`config.mk`:
```
export PLATFORM = sky130hd
export DESIGN_NAME = agc_breakpoint_unit_flat
export DESIGN_NICKNAME = d
export VERILOG_FILES = /design/src/rtl/agc_monitor_pkg.sv /design/src/rtl/agc_breakpoint_unit_if.sv /design/src/rtl/agc_bp_comparator.sv /design/src/rtl/agc_breakpoint_unit.sv /design/src/flat_wrapper.sv
export SDC_FILE = /design/constraint.sdc
export NUM_CORES = 1
export LEC_CHECK = 0
export CAP_MARGIN = 20
export CORE_ASPECT_RATIO = 0.7
export CORE_MARGIN = 2
export CORE_UTILIZATION = 53
export CTS_CLUSTER_SIZE = 14
export DETAILED_ROUTE_END_ITERATION = 16
export MAX_ROUTING_LAYER = met4
export PLACE_DENSITY = 0.75
export SLEW_MARGIN = 20
export SYNTH_ARGS = -nofsm -noshare
export SYNTH_HDL_FRONTEND = slang
export SYNTH_SLANG_ARGS = --single-unit
```
`constraint.sdc`:
```
create_clock -name SIM_CLK -period 4.1 [get_ports SIM_CLK]
set_input_delay 0.41 -clock SIM_CLK [delete_from_list [all_inputs] [get_ports SIM_CLK]]
set_output_delay 0.41 -clock SIM_CLK [all_outputs]
set_load 0.01 [all_outputs]
```
`src/rtl/agc_monitor_pkg.sv`:
```
// rtl/agc_monitor_pkg.sv - shared types, register map and helpers for the AGC breakpoint unit
package agc_monitor_pkg;

    typedef enum logic [1:0] {
        ST_RUN    = 2'd0,
        ST_STEP   = 2'd1,
        ST_HALTED = 2'd2
    } state_t;

    localparam logic [2:0] CAUSE_NONE  = 3'd0;
    localparam logic [2:0] CAUSE_HALT  = 3'd1;
    localparam logic [2:0] CAUSE_STEP  = 3'd2;
    localparam logic [2:0] CAUSE_BP    = 3'd3;
    localparam logic [2:0] CAUSE_WATCH = 3'd4;

    localparam int CTRL_HALT  = 0;
    localparam int CTRL_RUN   = 1;
    localparam int CTRL_STEP  = 2;
    localparam int CTRL_STYPE = 3;
    localparam int CTRL_GBE   = 4;

    localparam int REG_CTRL  = 0;
    localparam int REG_STAT  = 1;
    localparam int BP_BASE   = 2;
    localparam int BP_STRIDE = 3;

    // Superbank FB values (11xxx) need the FEB bits too; otherwise FB alone decides.
    function automatic logic bank_match(input logic [14:0] bb, input logic [10:0] bank);
        if (bb[14:13] == 2'b11)
            return bb[14:4] == bank;
        else
            return bb[14:10] == bank[10:6];
    endfunction

endpackage

```
`src/rtl/agc_breakpoint_unit_if.sv`:
```
// rtl/agc_breakpoint_unit_if.sv - configuration register bus between the JTAG shim and the breakpoint unit
interface agc_breakpoint_unit_if #(
    parameter int NUM_BP = 4
);
    localparam int CFG_AW = $clog2(2 + 3 * NUM_BP);

    logic              cfg_we;
    logic [CFG_AW-1:0] cfg_addr;
    logic [15:0]       cfg_wdata;
    logic [15:0]       cfg_rdata;

    modport master (output cfg_we, cfg_addr, cfg_wdata, input cfg_rdata);
    modport slave  (input cfg_we, cfg_addr, cfg_wdata, output cfg_rdata);
endinterface

```
`src/rtl/agc_bp_comparator.sv`:
```
// rtl/agc_bp_comparator.sv - one address/bank comparator with pass counter and its config registers
// Watch mode (MWG qualified) exists only when WATCHPOINT_EN is defined.
module agc_bp_comparator
    import agc_monitor_pkg::*;
#(
    parameter int CNT_W = 8
) (
    input  logic        clk,
    input  logic        rst,
    input  logic        gbe,
    input  logic        we_addr,
    input  logic        we_bank,
    input  logic        we_cnt,
    input  logic [15:0] wdata,
    input  logic [11:0] s_reg,
    input  logic [14:0] bb_reg,
    input  logic        mnisq,
    input  logic        mwg,
    output logic        halt_req,
    output logic        is_watch,
    output logic [15:0] rd_addr,
    output logic [15:0] rd_bank,
    output logic [15:0] rd_cnt
);
    logic             en_q;
    logic [11:0]      addr_q;
    logic [10:0]      bank_q;
    logic [CNT_W-1:0] cnt_q;
    logic             qual;
    logic             match;
    logic             unused_in;

`ifdef WATCHPOINT_EN
    logic watch_q;
    always_ff @(posedge clk or posedge rst) begin
        if (rst)
            watch_q <= 1'b0;
        else if (we_addr)
            watch_q <= wdata[14];
    end
    assign is_watch  = watch_q;
    assign qual      = watch_q ? mwg : mnisq;
    assign unused_in = ^bb_reg[3:0];
`else
    assign is_watch  = 1'b0;
    assign qual      = mnisq;
    assign unused_in = ^{bb_reg[3:0], mwg};
`endif

    assign match = en_q && gbe && (s_reg == addr_q) &&
                   ((s_reg[11:10] != 2'b01) || bank_match(bb_reg, bank_q)) && qual;
    assign halt_req = match && (cnt_q == '0);

    always_ff @(posedge clk or posedge rst) begin
        if (rst) begin
            en_q   <= 1'b0;
            addr_q <= '0;
            bank_q <= '0;
            cnt_q  <= '0;
        end else begin
            if (we_addr) begin
                en_q   <= wdata[15];
                addr_q <= wdata[11:0];
            end
            if (we_bank)
                bank_q <= wdata[14:4];
            // A config write beats a same-cycle decrement.
            if (we_cnt)
                cnt_q <= wdata[CNT_W-1:0];
            else if (match && cnt_q != '0)
                cnt_q <= cnt_q - 1'b1;
        end
    end

    assign rd_addr = {en_q, is_watch, 2'b00, addr_q};
    assign rd_bank = {1'b0, bank_q, 4'b0000};
    assign rd_cnt  = 16'(cnt_q);
endmodule

```
`src/rtl/agc_breakpoint_unit.sv`:
```
// rtl/agc_breakpoint_unit.sv - NUM_BP breakpoint comparators plus the MSTP run/step/halt machine
// Optional watchpoints: define WATCHPOINT_EN.
module agc_breakpoint_unit
    import agc_monitor_pkg::*;
#(
    parameter int NUM_BP = 4,
    parameter int CNT_W  = 8
) (
    input  logic                   SIM_CLK,
    input  logic                   SIM_RST,
    agc_breakpoint_unit_if.slave   cfg,
    input  logic                   MNISQ,
    input  logic                   MT01,
    input  logic                   MWG,
    input  logic [11:0]            s_reg,
    input  logic [14:0]            bb_reg,
    output logic                   MSTP,
    output logic                   halted,
    output logic [3:0]             hit_id
);
    localparam int CFG_AW = $clog2(2 + 3 * NUM_BP);

    logic [CFG_AW-1:0] addr;
    logic              ctrl_wr, halt_cmd, run_cmd, step_cmd;
    state_t            state_q, state_n;
    logic [2:0]        cause_q, cause_n;
    logic [3:0]        hit_q, hit_n;
    logic              gbe_q, step_instr_q, step_instr_n;
    logic [15:0]       rdata_q, rdata_n;

    logic [NUM_BP-1:0] halt_req, is_watch;
    logic [15:0]       rd_addr [NUM_BP];
    logic [15:0]       rd_bank [NUM_BP];
    logic [15:0]       rd_cnt  [NUM_BP];
    logic              bp_halt, win_watch;
    logic [3:0]        win_idx;

    assign addr     = cfg.cfg_addr;
    assign ctrl_wr  = cfg.cfg_we && (addr == CFG_AW'(REG_CTRL));
    assign halt_cmd = ctrl_wr && cfg.cfg_wdata[CTRL_HALT];
    assign run_cmd  = ctrl_wr && cfg.cfg_wdata[CTRL_RUN];
    assign step_cmd = ctrl_wr && cfg.cfg_wdata[CTRL_STEP];

    for (genvar g = 0; g < NUM_BP; g++) begin : g_bp
        agc_bp_comparator #(.CNT_W(CNT_W)) u_bp (
            .clk      (SIM_CLK),
            .rst      (SIM_RST),
            .gbe      (gbe_q),
            .we_addr  (cfg.cfg_we && int'(addr) == BP_BASE + BP_STRIDE * g),
            .we_bank  (cfg.cfg_we && int'(addr) == BP_BASE + BP_STRIDE * g + 1),
            .we_cnt   (cfg.cfg_we && int'(addr) == BP_BASE + BP_STRIDE * g + 2),
            .wdata    (cfg.cfg_wdata),
            .s_reg    (s_reg),
            .bb_reg   (bb_reg),
            .mnisq    (MNISQ),
            .mwg      (MWG),
            .halt_req (halt_req[g]),
            .is_watch (is_watch[g]),
            .rd_addr  (rd_addr[g]),
            .rd_bank  (rd_bank[g]),
            .rd_cnt   (rd_cnt[g])
        );
    end

    // Lowest index wins: scan downward so the last assignment is the smallest hit.
    always_comb begin
        win_idx   = '0;
        win_watch = 1'b0;
        for (int i = NUM_BP - 1; i >= 0; i--) begin
            if (halt_req[i]) begin
                win_idx   = 4'(i);
                win_watch = is_watch[i];
            end
        end
    end
    assign bp_halt = |halt_req;

    always_comb begin
        state_n      = state_q;
        cause_n      = cause_q;
        hit_n        = hit_q;
        step_instr_n = step_instr_q;
        case (state_q)
            ST_RUN, ST_STEP: begin
                if (halt_cmd) begin
                    state_n = ST_HALTED;
                    cause_n = CAUSE_HALT;
                end else if (bp_halt) begin
                    state_n = ST_HALTED;
                    cause_n = win_watch ? CAUSE_WATCH : CAUSE_BP;
                    hit_n   = win_idx;
                end else if (state_q == ST_STEP && (step_instr_q ? MNISQ : MT01)) begin
                    state_n = ST_HALTED;
                    cause_n = CAUSE_STEP;
                end
            end
            ST_HALTED: begin
                if (run_cmd) begin
                    state_n = ST_RUN;
                end else if (step_cmd) begin
                    state_n      = ST_STEP;
                    step_instr_n = cfg.cfg_wdata[CTRL_STYPE];
                end
            end
            default: state_n = ST_RUN;
        endcase
    end

    always_comb begin
        rdata_n = '0;
        if (int'(addr) == REG_STAT)
            rdata_n = {4'b0000, hit_q, gbe_q, 2'b00, cause_q, state_q};
        for (int i = 0; i < NUM_BP; i++) begin
            if (int'(addr) == BP_BASE + BP_STRIDE * i)     rdata_n = rd_addr[i];
            if (int'(addr) == BP_BASE + BP_STRIDE * i + 1) rdata_n = rd_bank[i];
            if (int'(addr) == BP_BASE + BP_STRIDE * i + 2) rdata_n = rd_cnt[i];
        end
    end

    always_ff @(posedge SIM_CLK or posedge SIM_RST) begin
        if (SIM_RST) begin
            state_q      <= ST_RUN;
            cause_q      <= CAUSE_NONE;
            hit_q        <= '0;
            gbe_q        <= 1'b0;
            step_instr_q <= 1'b0;
            rdata_q      <= '0;
        end else begin
            state_q      <= state_n;
            cause_q      <= cause_n;
            hit_q        <= hit_n;
            step_instr_q <= step_instr_n;
            rdata_q      <= rdata_n;
            if (ctrl_wr)
                gbe_q <= cfg.cfg_wdata[CTRL_GBE];
        end
    end

    assign MSTP          = (state_q == ST_HALTED);
    assign halted        = (state_q == ST_HALTED);
    assign hit_id        = hit_q;
    assign cfg.cfg_rdata = rdata_q;
endmodule
```
`src/flat_wrapper.sv`:
```
// flat-port wrapper written by rule: the top's interface ports become plain ports
module agc_breakpoint_unit_flat import agc_monitor_pkg::*;
#(
    parameter int NUM_BP = 4,
    parameter int CNT_W  = 8
)
  (SIM_CLK, SIM_RST, MNISQ, MT01, MWG, s_reg, bb_reg, MSTP, halted, hit_id, cfg_cfg_we, cfg_cfg_addr, cfg_cfg_wdata, cfg_cfg_rdata);
  agc_breakpoint_unit_if #(.NUM_BP(NUM_BP)) cfg_i ();
  input  logic SIM_CLK;
  input  logic SIM_RST;
  input  logic MNISQ;
  input  logic MT01;
  input  logic MWG;
  input  logic [11:0] s_reg;
  input  logic [14:0] bb_reg;
  output logic MSTP;
  output logic halted;
  output logic [3:0] hit_id;
  input wire logic [$bits(cfg_i.cfg_we)-1:0] cfg_cfg_we;
  input wire logic [$bits(cfg_i.cfg_addr)-1:0] cfg_cfg_addr;
  input wire logic [$bits(cfg_i.cfg_wdata)-1:0] cfg_cfg_wdata;
  output wire logic [$bits(cfg_i.cfg_rdata)-1:0] cfg_cfg_rdata;
  assign cfg_i.cfg_we = cfg_cfg_we;
  assign cfg_i.cfg_addr = cfg_cfg_addr;
  assign cfg_i.cfg_wdata = cfg_cfg_wdata;
  assign cfg_cfg_rdata = cfg_i.cfg_rdata;
  agc_breakpoint_unit #(.NUM_BP(NUM_BP), .CNT_W(CNT_W)) u_core (.SIM_CLK(SIM_CLK), .SIM_RST(SIM_RST), .cfg(cfg_i), .MNISQ(MNISQ), .MT01(MT01), .MWG(MWG), .s_reg(s_reg), .bb_reg(bb_reg), .MSTP(MSTP), .halted(halted), .hit_id(hit_id));
endmodule
```
==> flow_metrics.env <==
export IMPL_crit_buf_inv=1
export IMPL_p_int_mw=3.31
export IMPL_antenna_found_initial=0
export IMPL_pwr_share_comb=0.224
export IMPL_worstPathRequired_ps=4390
export IMPL_totalWireLength_mm=25.0
export IMPL_swShare=0.321
export IMPL_yosys_warnings=0
export IMPL_worstSetupPathType="input pin to register"
export IMPL_netlist_instances=854
export IMPL_overflow=0
export IMPL_rows=39
export IMPL_vias_per_cell=6.12
export IMPL_start_kind="input pin"
export IMPL_post_dp_cell_area_um2=9520
export IMPL_maxSlewViolCount=0
export IMPL_synth_async_reset_ratio=1.00
export IMPL_mappedNetlistArea_um2=8640
export IMPL_synth_edf_count=0
export IMPL_ys_types=56
export IMPL_wl_per_cell_um=21.8
export IMPL_cp_slowest_cell="nor4_1"
export IMPL_firstDrtPassIters=6
export IMPL_worstHoldPathType="input pin to asynchronous set/reset pin"
export IMPL_crit_path_cell_trace="clkdlybuf4s50_1, xnor2_1, nand4_1, nor4_1, nand4_1, nor4_1, xnor2_1, a21oi_1"
export IMPL_dieArea_um2=17300
export IMPL_route_detailed_drc=0
export IMPL_final_nets=964
export IMPL_crit_fanout=6
export IMPL_gp_congestion=0.987
export IMPL_fmax_mhz=350
export IMPL_cts_buffer_depth=2
export IMPL_die_y_um=111
export IMPL_p_leak_nw=4.11
export IMPL_fin_crit_ps=2860
export IMPL_ant_nets=0
export IMPL_clk_latency_ps=440
export IMPL_p_per_area_nw_per_um2=482
export IMPL_status="finished, final reports clean"
export IMPL_core_area_um2=16200
export IMPL_syn_to_final_growth_pct=17.2
export IMPL_setup_viol=0
export IMPL_stdcell_area_um2=10100
export IMPL_grt_pass1_vias=6637
export IMPL_final_common_cell="dfrtp_1"
export IMPL_grt_pass1_wl_mm=38.5
export IMPL_clk_pin_slew_worst_paths_ps=60
export IMPL_cp_arrival_ps=3150
export IMPL_cts_resized=0
export IMPL_num_vias=7007
export IMPL_cts_sinks=152
export IMPL_syn_avg_cell_area_um2=10.1
export IMPL_seq_power_share=0.457
export IMPL_rsz0062_at_grt="false"
export IMPL_slew_headroom=0.409
export IMPL_grt_use_total=0.308
export IMPL_worstMarginPinSlew_ps=879
export IMPL_min_period_over_period=0.697
export IMPL_finalSetupTns_ps=0
export IMPL_critical_path_top_delay_family="simple AND/OR/NAND/NOR gates"
export IMPL_drtIter0Drc=793
export IMPL_post_dp_hpwl_mm=18.5
export IMPL_cts_tree="built"
export IMPL_hold_ws_ps=302
export IMPL_final_cell_mix="dfrtp_1, mux2_2, nor2_1"
export IMPL_drive_gt1_frac=0.179
export IMPL_p_clk_frac=0.319
export IMPL_slowest_delay_ps=790
export IMPL_root_buffer="clkbuf_16"
export IMPL_cts_setup_buffers=0
export IMPL_maxCapViolCount=0
export IMPL_end_kind="register"
export IMPL_finalClockSkew_ps=13.5
export IMPL_ys_seq_elements=152
export IMPL_die_width_um=157
export IMPL_portBuffers=67
export IMPL_cts_htree_levels=4
export IMPL_ys_seq_area_frac=0.440
export IMPL_hold_buffers=0
export IMPL_max_vdd_ir_drop_mv=0.228
export IMPL_diodes=0
export IMPL_grt_max_degree=69
export IMPL_start_util=0.535
export IMPL_io_pins=75
export IMPL_cts_made_buffers=17
export IMPL_synth_ff_type="dfrtp_1"
export IMPL_power_switching_mw=1.57
export IMPL_power_total_mw=4.88
export IMPL_hold_viol=0
-- path summary, 6_finish.rpt --
path,from,to,slack (ps),depth (start not counted)
hold reg to reg,u_core.cause_q[1],u_core.cause_q[1],490,1
max in group asynchronous,SIM_RST,u_core.g_bp[2].u_bp.cnt_q[5],2880,4
min in group SIM_CLK,u_core.cause_q[1],u_core.cause_q[1],490,1
setup reg to reg,u_core.g_bp[1].u_bp.addr_q[10],u_core.g_bp[1].u_bp.cnt_q[7],1420,7
setup / recovery,s_reg[10],u_core.g_bp[1].u_bp.cnt_q[7],1240,8
hold / removal,SIM_RST,u_core.g_bp[1].u_bp.addr_q[11],300,2
-- area by class of cell --
cell class	instances	area [µm²]
repair buffers	81	808
clock inverters	13	148
inverters	15	60.1
fillers	1342	6030
flip-flops and latches	152	3800
clock buffers	19	433
multi-input cells	640	4590
well taps	225	282
-- registers in the layout, summed over array words and instances, names as in the netlist --
| signal | count |
|---|---|
| u_core.cause_q | 2 |
| u_core.hit_id | 2 |
| u_core.step_instr_q | 1 |
| u_core.g_bp.u_bp.bank_q | 44 |
| u_core.gbe_q | 1 |
| u_core.g_bp.u_bp.cnt_q | 32 |
| u_core.g_bp.u_bp.en_q | 4 |
| u_core.cfg.cfg_rdata | 16 |
| u_core.g_bp.u_bp.addr_q | 48 |
| u_core.state_q | 2 |
-- cell usage after synthesis (all sizes together) (5+ instances only) --
master,count,share of area
mux2,104,0.14
o21ai,51,0.030
nand3,27,0.016
mux2i,9,0.010
a21oi,65,0.038
a22oi,6,0.0052
nor2b,14,0.010
nand2,52,0.023
clkbuf,31,0.013
nor3,14,0.0087
dfrtp,152,0.44
or3,7,0.0057
nand2b,7,0.0051
xor2,54,0.055
a31oi,8,0.0058
nand4,15,0.012
inv,15,0.0065
nor4,12,0.010
nor2,71,0.031
xnor2,64,0.065
buf,17,0.0094
a22o,5,0.0051
-- cells by family after synthesis --
logic type | synth area share
xor+xnor | 0.120
mux | 0.146
flops | 0.440
other cells | 0.000434
compound gates | 0.115
simple gates | 0.143
buf+inv | 0.0294
fa+ha+maj | 0.00579
-- power by group through the flow --
stage | clock, mW | combinational, mW | sequential [mW]
2_1_floorplan | 0 | 0.778 | 2.10
3_3_place_gp | 0 | 1.05 | 2.22
3_5_place_dp | 0 | 1.08 | 2.23
4_1_cts | 1.57 | 1.09 | 2.20
5_1_grt | 1.65 | 1.20 | 2.26
6_report | 1.56 | 1.10 | 2.23
-- per-layer routing --
| layer | vias up | wire length [µm] | track usage |
|---|---|---|---|
| met2 | 382 | 10400 | 0.412 |
| li1 | 3120 | - | - |
| met5 | - | 0 | - |
| met4 | 0 | 394 | 0.0752 |
| met3 | 36 | 2880 | 0.105 |
| met1 | 3469 | 11300 | 0.447 |
-- per-stage QoR --
| step | cells | util | setup WS (ps) |
|---|---|---|---|
| after floorplan | 855 | - | 1770 |
| after global placement | 1112 | 0.590 | 1000 |
| final | 1145 | 0.627 | 1240 |
| after CTS | 1144 | 0.625 | 1380 |
| after global routing | 1145 | 0.627 | 1200 |
| after detailed placement | 1112 | 0.590 | 924 |
(Power assumes the default switching activity.)
